$ cat src/rtl/modport_conv.sv
// ----------------------------------------------------------------------------
// modport_conv
//   Streaming convolution multiply-accumulate engine. Feature words (a) and
//   weight words (b) arrive in lockstep, already ordered and zero-padded by the
//   producer. The engine performs K*K*CI MACs per output word and emits one
//   tagged result per output pixel/channel. It holds no feature-map storage:
//   just one accumulator, the loop counters and a three-state control FSM.
//
//   Loop order: y (outer), x, output channel; inside each window ky, kx,
//   input channel (innermost).
//
// Ports
//   clk               rising-edge clock
//   arst_n            asynchronous reset, ACTIVE-HIGH despite its name
//   conv_kernel_mode  0:1x1 1:3x3 2:5x5 3:7x7, sampled at start
//   conv_stride_mode  0:S=1 1:S=2 2:S=4 3:S=1, sampled at start
//   start             begin a job when idle (ignored while running)
//   running           job in progress
//   a_input/a_valid/a_ready   feature word stream
//   b_input/b_valid/b_ready   weight word stream
//   output_data       saturated, scaled result
//   output_valid      one-cycle result strobe (no backpressure)
//   output_x/_y/_ch   output-grid coordinates of output_data
// ----------------------------------------------------------------------------
module modport_conv #(
    parameter int DATA_WIDTH         = 16,
    parameter int FEATURE_MAP_WIDTH  = 8,
    parameter int FEATURE_MAP_HEIGHT = 8,
    parameter int INPUT_NB_CHANNELS  = 2,
    parameter int OUTPUT_NB_CHANNELS = 4,
    parameter int FRAC_BITS          = 0
) (
    input  logic                                   clk,
    input  logic                                   arst_n,
    input  logic [1:0]                             conv_kernel_mode,
    input  logic [1:0]                             conv_stride_mode,
    input  logic                                   start,
    output logic                                   running,
    input  logic signed [DATA_WIDTH-1:0]           a_input,
    input  logic                                   a_valid,
    output logic                                   a_ready,
    input  logic signed [DATA_WIDTH-1:0]           b_input,
    input  logic                                   b_valid,
    output logic                                   b_ready,
    output logic signed [DATA_WIDTH-1:0]           output_data,
    output logic                                   output_valid,
    output logic [$clog2(FEATURE_MAP_WIDTH)-1:0]   output_x,
    output logic [$clog2(FEATURE_MAP_HEIGHT)-1:0]  output_y,
    output logic [$clog2(OUTPUT_NB_CHANNELS)-1:0]  output_ch
);

    localparam int XW    = $clog2(FEATURE_MAP_WIDTH);
    localparam int YW    = $clog2(FEATURE_MAP_HEIGHT);
    localparam int CW    = $clog2(OUTPUT_NB_CHANNELS);
    localparam int IW    = (INPUT_NB_CHANNELS > 1) ? $clog2(INPUT_NB_CHANNELS) : 1;
    localparam int PW    = 2 * DATA_WIDTH;
    // Worst case is a 7x7 window over every input channel, so this width
    // can never overflow.
    localparam int ACC_W = PW + $clog2(49 * INPUT_NB_CHANNELS);

    localparam logic [IW-1:0] ICH_LAST = IW'(INPUT_NB_CHANNELS - 1);
    localparam logic [CW-1:0] OCH_LAST = CW'(OUTPUT_NB_CHANNELS - 1);

    localparam logic signed [ACC_W-1:0] SAT_MAX =
        {{(ACC_W - DATA_WIDTH + 1){1'b0}}, {(DATA_WIDTH - 1){1'b1}}};
    localparam logic signed [ACC_W-1:0] SAT_MIN = ~SAT_MAX;

    typedef enum logic [1:0] {
        IDLE = 2'd0,
        MAC  = 2'd1,
        EMIT = 2'd2
    } state_t;

    state_t state_q, state_d;

    logic [1:0]              kernel_q;
    logic [1:0]              stride_q;
    logic [IW-1:0]           ich_q;
    logic [2:0]              kx_q, ky_q;
    logic [XW-1:0]           x_q;
    logic [YW-1:0]           y_q;
    logic [CW-1:0]           och_q;
    logic signed [ACC_W-1:0] acc_q;

    logic [2:0]              k_last;
    logic [XW-1:0]           ow_last;
    logic [YW-1:0]           oh_last;
    logic                    mac_fire;
    logic                    win_last;
    logic                    out_last;
    logic signed [PW-1:0]    prod;
    logic signed [ACC_W-1:0] acc_sum;
    logic signed [ACC_W-1:0] shifted;
    logic signed [DATA_WIDTH-1:0] sat_out;

    // K = 2*mode+1, so the last kernel index K-1 is simply mode*2.
    assign k_last = {kernel_q, 1'b0};

    // Output grid extent is ceil(dim/S); keep the last index per stride.
    always_comb begin
        // NOTE: every signal driven here gets a value on every path, so no latch is inferred.
        ow_last = XW'(FEATURE_MAP_WIDTH - 1);
        oh_last = YW'(FEATURE_MAP_HEIGHT - 1);
        unique case (stride_q)
            2'd1: begin
                ow_last = XW'((FEATURE_MAP_WIDTH + 1) / 2 - 1);
                oh_last = YW'((FEATURE_MAP_HEIGHT + 1) / 2 - 1);
            end
            2'd2: begin
                ow_last = XW'((FEATURE_MAP_WIDTH + 3) / 4 - 1);
                oh_last = YW'((FEATURE_MAP_HEIGHT + 3) / 4 - 1);
            end
            default: ;
        endcase
    end

    // Both sides transfer together or not at all.
    assign mac_fire = (state_q == MAC) && a_valid && b_valid;
    assign a_ready  = mac_fire;
    assign b_ready  = mac_fire;

    assign win_last = mac_fire && (ich_q == ICH_LAST) && (kx_q == k_last) && (ky_q == k_last);
    assign out_last = (och_q == OCH_LAST) && (x_q == ow_last) && (y_q == oh_last);

    // running falls in the same cycle as the final output strobe.
    assign running = (state_q == MAC) || ((state_q == EMIT) && !out_last);

    assign prod    = a_input * b_input;
    assign acc_sum = acc_q + {{(ACC_W - PW){prod[PW-1]}}, prod};
    assign shifted = acc_sum >>> FRAC_BITS;

    always_comb begin
        sat_out = shifted[DATA_WIDTH-1:0];
        if (shifted > SAT_MAX) begin
            sat_out = SAT_MAX[DATA_WIDTH-1:0];
        end else if (shifted < SAT_MIN) begin
            sat_out = SAT_MIN[DATA_WIDTH-1:0];
        end
    end

    // Control FSM: state register.
    always_ff @(posedge clk or posedge arst_n) begin
        // NOTE: sequential state uses non-blocking assignments so every register samples pre-edge values.
        if (arst_n) begin
            state_q <= IDLE;
        end else begin
            state_q <= state_d;
        end
    end

    // Control FSM: next-state logic.
    always_comb begin
        state_d = state_q;
        unique case (state_q)
            IDLE:    if (start)    state_d = MAC;
            MAC:     if (win_last) state_d = EMIT;
            EMIT:    state_d = out_last ? IDLE : MAC;
            default: state_d = IDLE;
        endcase
    end

    // Datapath: accumulator, loop counters, registered result.
    always_ff @(posedge clk or posedge arst_n) begin
        if (arst_n) begin
            kernel_q     <= '0;
            stride_q     <= '0;
            ich_q        <= '0;
            kx_q         <= '0;
            ky_q         <= '0;
            x_q          <= '0;
            y_q          <= '0;
            och_q        <= '0;
            acc_q        <= '0;
            output_data  <= '0;
            output_valid <= 1'b0;
            output_x     <= '0;
            output_y     <= '0;
            output_ch    <= '0;
        end else begin
            output_valid <= 1'b0;
            unique case (state_q)
                IDLE: begin
                    if (start) begin
                        kernel_q <= conv_kernel_mode;
                        stride_q <= conv_stride_mode;
                        ich_q    <= '0;
                        kx_q     <= '0;
                        ky_q     <= '0;
                        x_q      <= '0;
                        y_q      <= '0;
                        och_q    <= '0;
                        acc_q    <= '0;
                    end
                end
                MAC: begin
                    if (win_last) begin
                        // Final MAC folds straight into the result; the
                        // accumulator restarts clean for the next window.
                        acc_q        <= '0;
                        ich_q        <= '0;
                        kx_q         <= '0;
                        ky_q         <= '0;
                        output_data  <= sat_out;
                        output_valid <= 1'b1;
                        output_x     <= x_q;
                        output_y     <= y_q;
                        output_ch    <= och_q;
                    end else if (mac_fire) begin
                        acc_q <= acc_sum;
                        if (ich_q == ICH_LAST) begin
                            ich_q <= '0;
                            if (kx_q == k_last) begin
                                kx_q <= '0;
                                ky_q <= ky_q + 3'd1;
                            end else begin
                                kx_q <= kx_q + 3'd1;
                            end
                        end else begin
                            ich_q <= ich_q + IW'(1);
                        end
                    end
                end
                EMIT: begin
                    if (!out_last) begin
                        if (och_q == OCH_LAST) begin
                            och_q <= '0;
                            if (x_q == ow_last) begin
                                x_q <= '0;
                                y_q <= y_q + YW'(1);
                            end else begin
                                x_q <= x_q + XW'(1);
                            end
                        end else begin
                            och_q <= och_q + CW'(1);
                        end
                    end
                end
                default: ;
            endcase
        end
    end

endmodule

$ cat config.mk
export PLATFORM = sky130hd
export DESIGN_NAME = modport_conv
export DESIGN_NICKNAME = d
export VERILOG_FILES = /design/src/rtl/modport_conv.sv
export SDC_FILE = /design/constraint.sdc
export NUM_CORES = 1
export LEC_CHECK = 0
export CORE_UTILIZATION = 45
export CTS_BUF_LIST = sky130_fd_sc_hd__clkbuf_8
export CTS_CLUSTER_DIAMETER = 60
export DETAILED_ROUTE_END_ITERATION = 10
export GPL_ROUTABILITY_DRIVEN = 0
export PLACE_DENSITY_LB_ADDON = 0.25
export SLEW_MARGIN = 15
export SYNTH_ARGS = -nofsm -noshare
export SYNTH_HDL_FRONTEND = slang
export SYNTH_SLANG_ARGS = --single-unit
export TNS_END_PERCENT = 20
$ cat constraint.sdc
create_clock -name clk -period 10.8 [get_ports clk]
set_clock_uncertainty 0.15 [all_clocks]
set_input_delay 1.08 -clock clk [delete_from_list [all_inputs] [get_ports clk]]
set_output_delay 1.08 -clock clk [all_outputs]
set_load 0.02 [all_outputs]
==> metrics.txt, run 1 <==
Initial Util=45.7%; # Max-Cap Violations=0; average footprint of a synthesized cell=between 9 and 10 µm²; signed area change from the synthesized netlist to the final layout=11.2%; type of the setup path with the least slack=input port to flip-flop; kind of capture point of the worst setup path=flip-flop; number of cells on the worst reg-to-reg path=15; number of clock sinks=85; highest achievable clock rate=97.2 MHz; most used cells in the layout excluding fill and tap cells=inv_1, fa_1, nand2_1; Clock Tree Buf Depth=2; floorplan core area=35500 µm²; slew at the pin closest to its max-slew limit=roughly 1.0 ns; startpoint of the most critical setup path=b_input[6]; count of pins over their slew limit=0; H-tree lvl count=3; final-report setup violation count=0; total die area=36800 µm²; final core utilization=roughly half; proportion of layout cells with a drive suffix above 1=7.12%; final sum of negative setup slack=0 ns; dominant synthesized flop cell=dfrtp_1; leftover overflow at the end of global routing=0; most common library cell in the layout ignoring fill and taps=inv_1; share of the clock period used by the worst path=95.3%; synth warn=0; all-layer global routing usage=22.9%; antenna violations before repair=0; Routed wire per std cell=16.3 µm; Slowest Stage Delay on Critical Path=0.65 ns; TritonCTS clock tree=done; worst hold path stage count=2; DPL Wire Length=32.3 mm; Vias/cell=5.34; Hold EP=acc_q[20]; proportion of synthesized flip-flops having asynchronous set or reset=100%; normalized max-slew margin=31.7%; instance count of the mapped netlist=1795; routed wire length=38.4 mm; dpl cell area=~18000 µm²; number of synthesized flops with an enable pin=0; 1st-pass router iterations=5; r2r endpoint=output_data[6]; final non-filler cell area=approximately 18000 µm²; synth top area cells=fa_1, dfrtp_1, ha_1, inv_1, and2_1; Chip Width=192 µm; post-layout minimum cycle time=10.29 ns; first-pass GRT wire length=roughly 67 mm; remaining number of nets flagged by the antenna check after routing=0; vias in the first global route=13268; register bit total from synthesis=85; nature of the critical path startpoint=input port; hold buffer count at CTS=0; maximum number of pins on one net before global-route repair=60; part of the Yosys area used for sequential elements=13.1%; start point of the worst hold path=acc_q[20]; clock root buffer=clkbuf_8; area of the multi-input gates=approximately 13000 µm²; net count after synthesis=2228; Mapped Area=16200 µm²; post-synth cell types=83; arrival time reported for the critical path endpoint=10.43 ns; Remaining DRCs=0; path category of the worst min-delay check=flip-flop to flip-flop; Layout fillers=3294; total via count after detailed routing=12574; setup slack, reg-to-reg=6.53 ns; top-area cell type share of the netlist area=32.5%; top cell type by total area after synthesis=fa_1; CTS buffer count=9; endpoints failing hold=0; status=finished, final reports clean; endpoint required time on the critical path=between 10 and 15 ns; post-CTS clock slew at the launch and capture registers of the worst setup and hold paths=0.11 ns; 1st-iter DRT viols=approximately 770; Crit path top cell by count=fa_1; count of port buffers added during placement=68; worst r2r src=acc_q[0]; Skew-Pair Late Insertion Delay=0.40 ns; top fanout value on the critical path=9; setup repair after global routing missed its margin=yes; FF/Latch Area=2130 µm²; CP max-delay cell=clkdlybuf4s50_1; y dimension of the die=192 µm; I/O pins=69; setup fix buffers added after clock tree synthesis=0; cell row count=69; final antenna diode count=0; net count reported at finish=around 2300
final cells by class:
class	instances	area share, %
clock inverter	7	0.479
sequential	85	11.8
multi-input combinational	1334	70.4
timing repair buffer	137	6.69
clock buffer	9	0.687
tap	461	3.20
inverter	323	6.74
through the flow:
stage | instances | worst slack, ns | hold WS, ns
2_1_floorplan | 1795 | 1.22 | 0.305
3_3_place_gp | 2340 | 0.144 | 0.319
3_5_place_dp | 2340 | 0.0230 | 0.328
4_1_cts | 2356 | 0.414 | 0.352
5_1_grt | 2356 | -0.00701 | 0.379
6_report | 2356 | 0.513 | 0.347
synthesized netlist by cell type (all sizes together) (17+ instances only):
cell / count
inv: 323
nand2b: 19
xnor2: 48
nand3: 26
clkbuf: 47
o21a: 18
a22o: 29
a31oi: 17
and2: 135
a21oi: 67
o21ai: 82
ha: 129
fa: 263
a21o: 22
dfrtp: 85
nand2: 192
nor2: 70
xor2: 20
how the worst max path moves through the flow:
| stage | endpoint | slack [ns] |
|---|---|---|
| floorplan | output_data[0] | 1.22 |
| global placement | output_data[0] | 0.14 |
| detailed placement | output_data[7] | 0.02 |
| CTS | output_data[8] | 0.41 |
| global route | output_data[8] | -0.007 |
| finish | output_data[6] | 0.51 |
worst max-delay path, delay by kind of cell:
kind                       cells  cell delay, ns
and+or+nand+nor                7            1.77
buffers and inverters          7            1.26
adders and majority gates      8            3.77
AOI/OAI and AO/OA             12            2.56
timing repair:
action                                  CTS  global route
gates resized for setup                   0             6
endpoints found under the hold margin     0             0
endpoints found under the setup margin    0            13
routing by layer:
| metal | global-route usage [%] | vias up | wire length (µm) |
|---|---|---|---|
| met3 | 3.11 | 31 | 1870 |
| li1 | - | 5993 | - |
| met1 | 32.1 | 6263 | 17700 |
| met4 | 4.52 | 0 | 493 |
| met2 | 37.9 | 287 | 18300 |
| met5 | 0 | - | 0 |
sequential cells by signal, indices dropped and copies added, names as in the netlist:
name	cells
y_q	3
state_q	2
output_x	3
acc_q	39
kernel_q	2
output_ch	2
output_data	16
stride_q	2
och_q	2
ich_q	1
output_valid	1
ky_q	3
kx_q	3
x_q	3
output_y	3
logic make-up (layout without fill, tap and decap cells):
| family | after synthesis | in the layout | synth area share (%) |
|---|---|---|---|
| XOR/XNOR | 69 | 69 | 4.00 |
| flip-flops | 85 | 85 | 13.1 |
| multiplexers | 14 | 14 | 0.957 |
| AND/OR/NAND/NOR | 537 | 537 | 17.0 |
| adder cells (fa/ha/maj) | 392 | 392 | 42.4 |
| AO/OA/AOI/OAI | 322 | 322 | 13.7 |
| buffers and inverters | 376 | 476 | 8.79 |
Power of run 1 is not shown: default switching activity piles up to over one toggle a cycle in this logic, so the estimate is an artifact.
==> run 2, diff against run 1 <==
--- a/config.mk
+++ b/config.mk
@@ -5,6 +5,7 @@
 export SDC_FILE = /design/constraint.sdc
 export NUM_CORES = 1
 export LEC_CHECK = 0
+export CORE_ASPECT_RATIO = 0.5
 export CORE_UTILIZATION = 45
 export CTS_BUF_LIST = sky130_fd_sc_hd__clkbuf_8
 export CTS_CLUSTER_DIAMETER = 60
==> run 2 against run 1 <==
Compared with the run above: setup slack improved by 0.037 ns; first-iteration DRC count rose by 3.5%; global-route usage rose by 0.19 points; final cell count rose by 0.85%; critical path depth did not move; flip-flop and latch count did not move; register-to-register slack got worse by 0.05 ns; final area rose by 0.24%.
==> metrics.txt, run 2 (synthesis results as in run 1) <==
routed wire length=39.7 mm; vias in the first global route=between 10000 and 15000; proportion of layout cells with a drive suffix above 1=roughly 7.5%; 1st-iter DRT viols=800; leftover overflow at the end of global routing=0; registers with the most flip-flops=acc_q: 39 flops, output_data: 16 flops; all-layer global routing usage=23.1%; cell row count=48; post-layout minimum cycle time=10.25 ns; Initial Util=46.4%; floorplan core area=about 35000 µm²; Vias/cell=between 5 and 6; highest achievable clock rate=97.6 MHz; final antenna diode count=0; final core utilization=51.7%; # Max-Cap Violations=0; setup repair after global routing missed its margin=no; status=finished, final reports clean; slew at the pin closest to its max-slew limit=0.747 ns; Crit path buffers/inverters=6; y dimension of the die=136 µm; H-tree lvl count=3; DPL Wire Length=33.6 mm; I/O pins=69; hold buffer count at CTS=0; TritonCTS clock tree=done; most common library cell in the layout ignoring fill and taps=inv_1; cell family contributing the most delay on the critical path=adder cells; CTS buffer count=9; remaining number of nets flagged by the antenna check after routing=0; total via count after detailed routing=12541; total die area=about 37000 µm²; normalized max-slew margin=50.2%; 1st-pass router iterations=5; net count reported at finish=roughly 2300; arrival time reported for the critical path endpoint=10.37 ns; share of the clock period used by the worst path=94.9%; first-pass GRT wire length=67.9 mm; Skew-Pair Late Insertion Delay=0.39 ns; maximum number of pins on one net before global-route repair=56; signed area change from the synthesized netlist to the final layout=11.5%; Clock Tree Buf Depth=2; endpoints failing hold=0; Chip Width=approximately 270 µm; antenna violations before repair=0; max reg flops=39; path category of the worst min-delay check=flip-flop to flip-flop; type of the setup path with the least slack=input port to flip-flop; Crit path top cell by count=fa_1; endpoint required time on the critical path=around 11 ns; most flop-heavy register=acc_q; number of clock sinks=85; Layout fillers=3268; Routed wire per std cell=16.7 µm; CP max-delay cell=clkdlybuf4s50_1; final-report setup violation count=0; post-CTS clock slew at the launch and capture registers of the worst setup and hold paths=approximately 0.09 ns; count of port buffers added during placement=68; Remaining DRCs=0; kind of capture point of the worst setup path=flip-flop; Slowest Stage Delay on Critical Path=0.62 ns; top fanout value on the critical path=9; nature of the critical path startpoint=input port; most used cells in the layout excluding fill and tap cells=inv_1, fa_1, nand2_1; clock root buffer=clkbuf_8; count of pins over their slew limit=0
-- run 2: cell types whose count changed in the layout (fill, tap and decap cells not counted), moves of 2 or more --
cell             previous run  this run
inv_6                       3         1
clkinv_8                    3         0
dlymetal6s2s_1              3        10
clkdlybuf4s50_1            65        58
nor2_2                      0         2
clkinvlp_4                  0         3
nor2_1                     69        67
buf_4                      69        75
-- run 2: through the flow --
step	std cells	hold WS, ns	worst slack (ns)	setup TNS, ns	cell area [µm²]
after global placement	2358	0.320	0.0604	0	17800
after floorplan	1795	0.305	1.22	0	16200
after global routing	2376	0.369	0.00785	0	18100
after detailed placement	2358	0.324	-0.0528	-0.240	17800
final	2376	0.344	0.550	0	18100
after CTS	2374	0.348	0.267	0	18000
-- run 2: tightest hold or removal path, stage by stage, from the launching register on --
cell	delay, ns
dfrtp_1	0.36
nand2_1	0.05
o31ai_1	0.06
-- run 2: final timing paths --
check                       startpoint              to  slack (ns)  cells after the start
setup / recovery           a_input[10]  output_data[7]        0.55                     34
max in group asynchronous       arst_n  output_data[9]        8.50                      3
hold / removal                acc_q[2]        acc_q[2]        0.34                      2
hold reg to reg               acc_q[2]        acc_q[2]        0.34                      2
min in group asynchronous       arst_n       acc_q[23]        0.90                      2
setup reg to reg              acc_q[0]  output_data[2]        6.48                     14
-- run 2: repair_timing --
item                       in CTS  in global routing
setup endpoints to repair       0                 15
buffers inserted                0                  2
resized for setup               0                 14
-- run 2: area by class of cell --
type	count	area, µm²	share of cell area [%]
repair buffers	143	1270	7.02
well taps	475	594	3.29
flip-flops and latches	85	2130	11.8
clock inverters	7	58.8	0.326
inverters	323	1220	6.74
multi-input cells	1334	12700	70.2
clock buffers	9	124	0.686
-- run 2: per-layer routing --
metal	vias to the layer above	GRT usage (%)	share of wire [%]
met1	6196	35.1	51
met3	30	2.97	5.2
met2	311	35.5	43
met4	0	4.05	0.87
met5	-	0	0
li1	6004	-	-
Power of run 2 is left out for the same reason.
